--- config.mk ---
export PLATFORM = sky130hd
export DESIGN_NAME = add16_acc_stage_flat
export DESIGN_NICKNAME = d
export VERILOG_FILES = /design/src/rtl/add16_acc_stage_if.sv /design/src/rtl/add16_acc_stage.sv /design/src/flat_wrapper.sv
export SDC_FILE = /design/constraint.sdc
export NUM_CORES = 1
export LEC_CHECK = 0
export ABC_AREA = 1
export CAP_MARGIN = 20
export CELL_PAD_IN_SITES_DETAIL_PLACEMENT = 0
export CELL_PAD_IN_SITES_GLOBAL_PLACEMENT = 2
export CORE_MARGIN = 2
export CORE_UTILIZATION = 19
export DETAILED_ROUTE_END_ITERATION = 8
export PLACE_DENSITY_LB_ADDON = 0.25
export REMOVE_ABC_BUFFERS = 1
export SLEW_MARGIN = 25
export SYNTH_ARGS = -nofsm -noshare
export SYNTH_HDL_FRONTEND = slang
export SYNTH_SLANG_ARGS = --single-unit
--- constraint.sdc ---
create_clock -name clk -period 1.6 [get_ports clk]
set_input_delay 0.32 -clock clk [delete_from_list [all_inputs] [get_ports clk]]
set_output_delay 0.32 -clock clk [all_outputs]
set_load 0.02 [all_outputs]
--- src/rtl/add16_acc_stage_if.sv ---
// -----------------------------------------------------------------------------
// add16_acc_stage_if
//   Bundle of every non-clock/reset signal around add16_acc_stage. It carries the
//   input operation stream, the output result stream and the link to the
//   external adder16.
//
//   Modports
//     slave  : the accumulator stage itself
//     master : the environment (operation producer, result consumer, adder16)
//
//   Signals (direction as seen by the stage)
//     in_valid  in   1      operation presented
//     in_ready  out  1      stage can accept an operation this cycle
//     in_op     in   2      00 LOAD, 01 ADD, 10 SUB, 11 CLEAR
//     in_data   in   WIDTH  operand (two's complement)
//     add_a     out  WIDTH  adder16 A = accumulator
//     add_b     out  WIDTH  adder16 B = operand or ~operand
//     add_cin   out  1      adder16 carry-in (1 for SUB)
//     add_s     in   WIDTH  adder16 sum, combinational
//     add_cout  in   1      adder16 carry-out
//     out_valid out  1      result registered and held
//     out_ready in   1      consumer takes result
//     out_acc   out  WIDTH  accumulator value
//     out_flags out  4      {N,Z,C,V} of the last accepted op
//     op_count  out  CNT_W  accepted non-CLEAR ops, saturating
// -----------------------------------------------------------------------------
interface add16_acc_stage_if #(
    parameter int WIDTH = 16,
    parameter int CNT_W = 8
);
    logic             in_valid;
    logic             in_ready;
    logic [1:0]       in_op;
    logic [WIDTH-1:0] in_data;

    logic [WIDTH-1:0] add_a;
    logic [WIDTH-1:0] add_b;
    logic             add_cin;
    logic [WIDTH-1:0] add_s;
    logic             add_cout;

    logic             out_valid;
    logic             out_ready;
    logic [WIDTH-1:0] out_acc;
    logic [3:0]       out_flags;
    logic [CNT_W-1:0] op_count;

    modport slave (
        input  in_valid, in_op, in_data, add_s, add_cout, out_ready,
        output in_ready, add_a, add_b, add_cin, out_valid, out_acc, out_flags, op_count
    );

    modport master (
        output in_valid, in_op, in_data, add_s, add_cout, out_ready,
        input  in_ready, add_a, add_b, add_cin, out_valid, out_acc, out_flags, op_count
    );
endinterface

--- src/rtl/add16_acc_stage.sv ---
// -----------------------------------------------------------------------------
// add16_acc_stage
//   Registered accumulator stage wrapped around an external adder16. Operands are
//   staged combinationally into the adder (A = acc, B = operand or ~operand,
//   Cin = SUB) and the adder's sum/carry are captured into the accumulator along
//   with {N,Z,C,V} flags. Operations enter on a valid/ready input; results leave
//   on a valid/ready output with one cycle of latency and no bubble.
//
//   Ports
//     clk  in  1  rising-edge clock
//     rst  in  1  synchronous reset, active-high
//     bus  add16_acc_stage_if.slave (operation in, result out, adder16 link)
//
//   Parameters
//     WIDTH  datapath width; only 16 is meaningful (matches adder16)
//     CNT_W  width of op_count
//
//   Configuration macro
//     ADD16_ACC_SAT_EN  defined: signed overflow on ADD/SUB clamps the
//                       accumulator to the most positive/negative value.
//                       Undefined: accumulator wraps, V is only reported.
// -----------------------------------------------------------------------------
module add16_acc_stage #(
    parameter int WIDTH = 16,
    parameter int CNT_W = 8
) (
    input  logic                  clk,
    input  logic                  rst,
    add16_acc_stage_if.slave      bus
);
    localparam logic [1:0] OP_LOAD  = 2'b00;
    localparam logic [1:0] OP_ADD   = 2'b01;
    localparam logic [1:0] OP_SUB   = 2'b10;
    localparam logic [1:0] OP_CLEAR = 2'b11;

    localparam logic [3:0] FLAGS_RESET = 4'b0100;  // Z=1 for acc=0

    typedef enum logic {
        EMPTY = 1'b0,
        HOLD  = 1'b1
    } state_t;

    state_t           state_q, state_d;
    logic [WIDTH-1:0] acc_q,   acc_d;
    logic [3:0]       flags_q, flags_d;
    logic [CNT_W-1:0] count_q, count_d;

    logic             is_sub;
    logic             accept;
    logic             ovf;
    logic [WIDTH-1:0] arith_res;

    // Adder staging is unconditional: it follows in_op/in_data every cycle.
    assign is_sub      = (bus.in_op == OP_SUB);
    assign bus.add_a   = acc_q;
    assign bus.add_b   = is_sub ? ~bus.in_data : bus.in_data;
    assign bus.add_cin = is_sub;

    // A held result that is being drained this cycle frees the register, so a
    // new op can be taken in the same cycle.
    assign bus.in_ready = (state_q == EMPTY) || bus.out_ready;
    assign accept       = bus.in_valid && bus.in_ready;

    // Signed overflow: operands of equal sign producing a sum of the other sign.
    assign ovf = (bus.add_a[WIDTH-1] == bus.add_b[WIDTH-1]) &&
                 (bus.add_s[WIDTH-1] != bus.add_a[WIDTH-1]);

`ifdef ADD16_ACC_SAT_EN
    // Clamp direction follows A's sign: a positive A can only overflow upwards.
    assign arith_res = !ovf ? bus.add_s :
                       bus.add_a[WIDTH-1] ? {1'b1, {(WIDTH-1){1'b0}}}
                                          : {1'b0, {(WIDTH-1){1'b1}}};
`else
    assign arith_res = bus.add_s;
`endif

    always_comb begin
        // NOTE: every always_comb target gets a default first so no path leaves it
        // unassigned; a missing default would infer a latch.
        state_d = state_q;
        acc_d   = acc_q;
        flags_d = flags_q;
        count_d = count_q;

        unique case (state_q)
            EMPTY: if (accept) state_d = HOLD;
            HOLD: begin
                if (accept)             state_d = HOLD;
                else if (bus.out_ready) state_d = EMPTY;
            end
            default: state_d = EMPTY;
        endcase

        if (accept) begin
            // Non-CLEAR ops count up and stick at all-ones.
            if (count_q != {CNT_W{1'b1}}) count_d = count_q + 1'b1;

            unique case (bus.in_op)
                OP_LOAD: begin
                    acc_d   = bus.in_data;
                    flags_d = {bus.in_data[WIDTH-1], (bus.in_data == '0), 1'b0, 1'b0};
                end
                OP_ADD, OP_SUB: begin
                    acc_d   = arith_res;
                    flags_d = {arith_res[WIDTH-1], (arith_res == '0), bus.add_cout, ovf};
                end
                OP_CLEAR: begin
                    acc_d   = '0;
                    flags_d = FLAGS_RESET;
                    count_d = '0;
                end
                default: ;
            endcase
        end
    end

    always_ff @(posedge clk) begin
        // NOTE: registers use non-blocking assignments so every flop samples the
        // pre-edge values regardless of statement order.
        if (rst) begin
            state_q <= EMPTY;
            acc_q   <= '0;
            flags_q <= FLAGS_RESET;
            count_q <= '0;
        end else begin
            state_q <= state_d;
            acc_q   <= acc_d;
            flags_q <= flags_d;
            count_q <= count_d;
        end
    end

    assign bus.out_valid = (state_q == HOLD);
    assign bus.out_acc   = acc_q;
    assign bus.out_flags = flags_q;
    assign bus.op_count  = count_q;

endmodule

--- src/flat_wrapper.sv ---
// flat-port wrapper written by rule: the top's interface ports become plain ports
module add16_acc_stage_flat 
#(
    parameter int WIDTH = 16,
    parameter int CNT_W = 8
)
  (clk, rst, bus_in_valid, bus_in_op, bus_in_data, bus_add_s, bus_add_cout, bus_out_ready, bus_in_ready, bus_add_a, bus_add_b, bus_add_cin, bus_out_valid, bus_out_acc, bus_out_flags, bus_op_count);
  add16_acc_stage_if #(.WIDTH(WIDTH), .CNT_W(CNT_W)) bus_i ();
  input  logic clk;
  input  logic rst;
  input wire logic [$bits(bus_i.in_valid)-1:0] bus_in_valid;
  input wire logic [$bits(bus_i.in_op)-1:0] bus_in_op;
  input wire logic [$bits(bus_i.in_data)-1:0] bus_in_data;
  input wire logic [$bits(bus_i.add_s)-1:0] bus_add_s;
  input wire logic [$bits(bus_i.add_cout)-1:0] bus_add_cout;
  input wire logic [$bits(bus_i.out_ready)-1:0] bus_out_ready;
  output wire logic [$bits(bus_i.in_ready)-1:0] bus_in_ready;
  output wire logic [$bits(bus_i.add_a)-1:0] bus_add_a;
  output wire logic [$bits(bus_i.add_b)-1:0] bus_add_b;
  output wire logic [$bits(bus_i.add_cin)-1:0] bus_add_cin;
  output wire logic [$bits(bus_i.out_valid)-1:0] bus_out_valid;
  output wire logic [$bits(bus_i.out_acc)-1:0] bus_out_acc;
  output wire logic [$bits(bus_i.out_flags)-1:0] bus_out_flags;
  output wire logic [$bits(bus_i.op_count)-1:0] bus_op_count;
  assign bus_i.in_valid = bus_in_valid;
  assign bus_i.in_op = bus_in_op;
  assign bus_i.in_data = bus_in_data;
  assign bus_i.add_s = bus_add_s;
  assign bus_i.add_cout = bus_add_cout;
  assign bus_i.out_ready = bus_out_ready;
  assign bus_in_ready = bus_i.in_ready;
  assign bus_add_a = bus_i.add_a;
  assign bus_add_b = bus_i.add_b;
  assign bus_add_cin = bus_i.add_cin;
  assign bus_out_valid = bus_i.out_valid;
  assign bus_out_acc = bus_i.out_acc;
  assign bus_out_flags = bus_i.out_flags;
  assign bus_op_count = bus_i.op_count;
  add16_acc_stage #(.WIDTH(WIDTH), .CNT_W(CNT_W)) u_core (.clk(clk), .rst(rst), .bus(bus_i));
endmodule
==> results of run 1 <==
==> area by class of cell <==
class | count | area [sq um] | area share
flip-flops and latches | 28 | 561 | 0.178
well taps | 111 | 139 | 0.0441
multi-input cells | 173 | 1010 | 0.322
inverters | 17 | 67.6 | 0.0215
repair buffers | 146 | 1310 | 0.416
clock buffers | 4 | 55.1 | 0.0175
==> routing by layer <==
metal / part of all wire / track usage / vias up
met3: 0.069 / 0.0362 / 2
li1: - / - / 1021
met1: 0.45 / 0.152 / 871
met4: 0.0030 / 0.0126 / 0
met5: 0 / 0 / -
met2: 0.48 / 0.224 / 63
==> stage by stage <==
stage          utilization  hold slack [ps]  setup WS (ps)
3_3_place_gp         0.335              462           -893
6_report             0.345              475           50.2
3_5_place_dp         0.335              467           -900
4_1_cts              0.337              485         0.0137
5_1_grt              0.345              506           5.09
2_1_floorplan            -              389           -399
==> worst paths after layout <==
path | from | endpoint | slack [ps] | cells after the start
worst max-delay path | u_core.bus.out_flags[1] | bus_out_flags[1] | 50 | 1
worst min-delay path | u_core.bus.out_flags[1] | u_core.bus.out_flags[1] | 470 | 2
worst max register to register | u_core.bus.op_count[0] | u_core.bus.op_count[7] | 140 | 10
worst min register to register | u_core.bus.out_flags[1] | u_core.bus.out_flags[1] | 470 | 2
==> power groups by stage <==
stage                     combinational (mW)  sequential, mW  clock (mW)
after global placement                 0.746           0.777           0
after floorplan                        0.210           0.844           0
after CTS                              0.705           0.760       0.490
after global routing                   0.771           0.764       0.510
final                                  0.714           0.759       0.461
after detailed placement               0.744           0.777           0
==> kinds of logic after synthesis <==
| kind of cell | count (synthesis) |
|---|---|
| simple gates | 125 |
| buf+inv | 44 |
| compound gates | 28 |
| flops | 28 |
| xor+xnor | 16 |
| fa+ha+maj | 4 |
==> what timing repair did <==
item / in CTS / in global routing
buffers inserted: 2 / 0
cloned: 0 / 1
endpoints found under the setup margin: 76 / 36
resized for setup: 125 / 18
endpoints found under the hold margin: 0 / 0
hold buffers: 0 / 0
pin swaps: 4 / 3
==> layout by cell type (no fill, tap or decap), types with 2 or more instances in the layout <==
cell type / synthesis / routed
nand2_1: 53 / 53
clkbuf_2: 0 / 2
ha_1: 4 / 2
buf_12: 0 / 2
inv_2: 1 / 3
nand3_1: 23 / 23
nor3_1: 4 / 4
buf_4: 21 / 53
dfxtp_1: 28 / 28
nor2_2: 2 / 4
nand2_2: 4 / 4
a21oi_1: 7 / 7
a31oi_1: 15 / 15
buf_6: 2 / 2
xor2_1: 16 / 11
xor2_2: 0 / 4
o21ai_0: 5 / 5
dlygate4sd2_1: 0 / 37
nor3b_1: 2 / 2
buf_2: 1 / 3
dlymetal6s2s_1: 0 / 6
clkdlybuf4s50_1: 0 / 39
nand2_4: 3 / 3
ha_4: 0 / 2
inv_1: 14 / 12
clkbuf_8: 0 / 4
nor2_1: 28 / 26
==> registers in the layout, summed over array words and instances, names as in the netlist <==
register / cells
u_core.bus.add_a: 16
u_core.bus.op_count: 8
u_core.bus.out_flags: 3
u_core.bus.out_valid: 1
==> out/results.tsv, run 1 <==
metric	value	unit
PortBufs	101	
Placed Instances	472	
CP Cell Sequence	clkdlybuf4s50_1	
PD cells	614	nW/um^2
VDD IR max	0.263	mV
share of cells above drive strength 1	0.255	
XOR/XNOR Fraction of Synth Area	0.0796	
Yosys top cell area share	0.318	
Sw Pwr	0.634	mW
P_int	1.30	mW
slew of the pin with the lowest slew margin	240	ps
area growth from synthesis to layout	78.7	%
synth warn	0	
drt first-iter violations	35	
ANT nets after route	0	
Die ar.	10100	sq um
slowest cell on the critical path	clkdlybuf4s50_1	
critical path class	flop to output port	
die height	100	um
crit path max fanout	2	
Yosys cell types	30	
critical path's top delay family	buffers and inverters	
ys async rst share	0	
Post-Synth Adder-Cell Area	0.0284	
Slew HR	0.839	
Final setup viols	0	
DR vias	1957	
Post-Route WL	6.28	mm
Initial Util	0.193	
WP data required	1280	ps
HPWL Detailed	4.90	mm
Final Hold Viols	0	
most common cell in the netlist	nand2_1	
# diodes	0	
core area	9110	sq um
Setup crit end kind	output port	
ys flop type	dfxtp_1	
Post-Synth Simple-Gate Area	0.332	
post-synthesis register bit count	28	
Final nets	412	
TritonCTS clock tree	built	
Num CTS Buffers	3	
Post-route DRC	0	
main combinational cell family by area after synthesis	simple AND/OR/NAND/NOR gates	
Final Skew	8.61	ps
drt pass-1 iters	4	
status	complete, no violations	
sequential area share after synthesis	0.318	
part of the cycle the worst path needs	0.969	
WL/cell	13.1	um
Critical Path Source Type	flop	
Tmin final	1550	ps
Fin Setup TNS	0	ps
placement row count	35	
Pins Over Slew Limit	0	
Via density	4.09	
initial antenna violation count	0	
clock sinks	28	
unrepaired setup endpoints after global routing	false	
Avg Cell Area, Syn	7.19	sq um
non-filler instance count after layout	479	
Logic pwr share	0.369	
Synth area leaders	dfxtp_1 (32%), nand2_1 (11%), buf_4 (9.0%), xor2_1 (8.0%), nand3_1 (6.5%)	
root buf cell	clkbuf_8	
largest area contributor in the netlist	dfxtp_1	
sw frac	0.328	
synthesized area	1760	sq um
type of the worst min-delay path	flop to flop	
worst path buffer plus inverter count	1	
Compound-Gate Fraction of Synth Area	0.0917	
die width	100	um
Ports	102	
multiplexer share of the synthesized area	0	
Clock power frac	0.238	
crit path DAT	1230	ps
max_cap viols	0	
Fmax	645	MHz
vias in the first global route	2034	
gr ovfl total	0	
Fillers	1058	
routability cong.	0.789	
Synth top cells by count	nand2_1 (53), dfxtp_1 (28), nor2_1 (28)	
worst-skew pair later-pin latency	280	ps
Lkg Pwr	1.54	nW
Worst-path clk slew	110	ps
count of flip-flops with a built-in enable after synthesis	0	
GRT Resource Usage Total	0.125	
CTS Buffer Depth	2	
post-synthesis cell count	245	
Tot Pwr	1.93	mW
register share of total power	0.392	
H-tree Lvls	1	
Placed Area	3050	sq um
first-pass GRT wire length	9.84	mm
CP max stage delay	600	ps
largest net degree at the start of global routing	17	
Final Cell Area	3150	sq um
Power figures use the tool's default switching activity.
==> run 2: changes to the inputs <==
--- a/config.mk
+++ b/config.mk
@@ -10,7 +10,7 @@
 export CELL_PAD_IN_SITES_DETAIL_PLACEMENT = 0
 export CELL_PAD_IN_SITES_GLOBAL_PLACEMENT = 2
 export CORE_MARGIN = 2
-export CORE_UTILIZATION = 19
+export CORE_UTILIZATION = 17
 export DETAILED_ROUTE_END_ITERATION = 8
 export PLACE_DENSITY_LB_ADDON = 0.25
 export REMOVE_ABC_BUFFERS = 1
==> constraint.sdc (replaced) <==
create_clock -name clk -period 1.3 [get_ports clk]
set_input_delay 0.26 -clock clk [delete_from_list [all_inputs] [get_ports clk]]
set_output_delay 0.26 -clock clk [all_outputs]
set_load 0.02 [all_outputs]
==> out/results.tsv, run 2 (synthesis gave the netlist of run 1 again) <==
metric	value	unit	change
non-filler instance count after layout	516		+7.7%
WHS	316	ps	-159 ps
Slew HR	0.788		-0.0513
max_cap viols	0		unchanged
Final Skew	5.34	ps	-3.27 ps
die height	106	um	+5.5%
most common cell after layout, fill and taps aside	buf_4		
Clock power frac	0.216		-0.022
root buf cell	clkbuf_8		
drt first-iter violations	64		+83%
largest net degree at the start of global routing	21		+4
# diodes	0		unchanged
WP data required	1040	ps	-240 ps
Initial Util	0.173		-0.0204
P_int	1.58	mW	+22%
Critical Path Source Type	input pin		
Post-Route WL	6.89	mm	+9.8%
crit path max fanout	7		+5
Final Util	0.334		-0.0112
Fmax	742	MHz	
HPWL Detailed	5.26	mm	+7.4%
Worst R2R Setup Slack	0	ps	-140 ps
Placed Area	3150	sq um	+3.1%
type of the worst min-delay path	input pin to flop		
critical path class	input pin to output port		
Lkg Pwr	1.53	nW	-0.21%
PortBufs	101		unchanged
gr ovfl total	0		unchanged
dpl ws	-999	ps	-98.9 ps
Pins Over Slew Limit	0		unchanged
drt pass-1 iters	4		unchanged
share of cells above drive strength 1	0.384		+0.129
worst-skew pair later-pin latency	280	ps	about the same
initial antenna violation count	0		unchanged
placement row count	37		+5.7%
first-pass GRT wire length	10.9	mm	+11%
Placed Instances	507		+7.4%
Final nets	425		+3.2%
commonest cells after routing, fill and taps aside	buf_4 (62), nand2_1 (45), dfxtp_1 (23), nand3_1 (22), nor2_1 (22)		
Fillers	1142		+7.9%
VDD IR max	0.297	mV	+13%
die width	106	um	+5.5%
area growth from synthesis to layout	93.4	%	
vias in the first global route	2142		+5.3%
ANT nets after route	0		unchanged
Ports	102		unchanged
H-tree Lvls	1		unchanged
Worst-path clk slew	110	ps	about the same
Die ar.	11200	sq um	+11%
Final setup viols	13		+13
PD cells	709	nW/um^2	+15%
sw frac	0.345		+0.0175
final worst setup slack	-47.6	ps	-97.8 ps
GRT Resource Usage Total	0.123		-0.00119
Num CTS Buffers	3		unchanged
core area	10200	sq um	+12%
DR vias	2056		+5.1%
CTS Buffer Depth	2		unchanged
status	finished, violations left		
unrepaired setup endpoints after global routing	true		
slew of the pin with the lowest slew margin	317	ps	+77.8 ps
crit path DAT	1090	ps	-140 ps
Final Cell Area	3400	sq um	+8.2%
Via density	3.98		-2.5%
Largest register FFs	16		unchanged
Sw Pwr	0.834	mW	+32%
part of the cycle the worst path needs	1.04		
Logic pwr share	0.396		+0.027
Post-route DRC	0		unchanged
routability cong.	0.727		-7.9%
Tmin final	1350	ps	
TritonCTS clock tree	built		
Final Hold Viols	0		unchanged
register share of total power	0.388		-0.004
Setup crit end kind	output port		
clock sinks	28		unchanged
failing checks	setup timing		
WL/cell	13.4	um	+1.9%
-- run 2: critical path: stages --
cell	delay [ps]
buf_8	100
inv_4	50
ha_4	200
buf_12	160
xor2_1	150
buf_4	160
-- run 2: final timing paths --
| path | end | from | depth (start not counted) |
|---|---|---|---|
| worst min-delay path | u_core.bus.out_valid | bus_in_valid | 3 |
| worst min register to register | u_core.bus.out_flags[1] | u_core.bus.out_flags[1] | 2 |
| worst max-delay path | bus_add_b[2] | bus_in_op[0] | 6 |
| worst max register to register | u_core.bus.op_count[3] | u_core.bus.op_count[0] | 8 |
-- run 2: layout make-up --
type	instances	area (sq um)	share of cell area
clock buffers	3	41.3	0.0121
inverters	17	77.6	0.0228
multi-input cells	173	1110	0.327
flip-flops and latches	28	569	0.167
well taps	136	170	0.0500
repair buffers	159	1430	0.421
-- run 2: timing repair --
action | in CTS | in global routing
cloned | 1 | 1
hold buffers | 0 | 0
pin swaps | 10 | 16
gates resized for setup | 191 | 85
endpoints found under the setup margin | 90 | 69
buffers inserted | 1 | 3
-- run 2: stage by stage --
step           setup TNS, ps  total power, mW
6_report                -362             2.41
5_1_grt                -1580             2.55
4_1_cts                 -541             2.38
3_5_place_dp          -32030             1.89
3_3_place_gp          -31790             1.89
2_1_floorplan         -10800             1.30
-- run 2: power groups by stage --
stage	sequential [mW]	clock, mW	combinational [mW]
after floorplan	1.04	0	0.259
after global placement	0.953	0	0.939
after detailed placement	0.955	0	0.938
after CTS	0.935	0.549	0.899
after global routing	0.943	0.581	1.03
final	0.936	0.521	0.957
-- run 2: layer usage --
metal,up-vias,global-route usage,share of wire
met3,2,0.0173,0.036
met5,-,0,0
met2,53,0.214,0.49
li1,1050,-,-
met4,0,0.0254,0.0051
met1,951,0.163,0.47
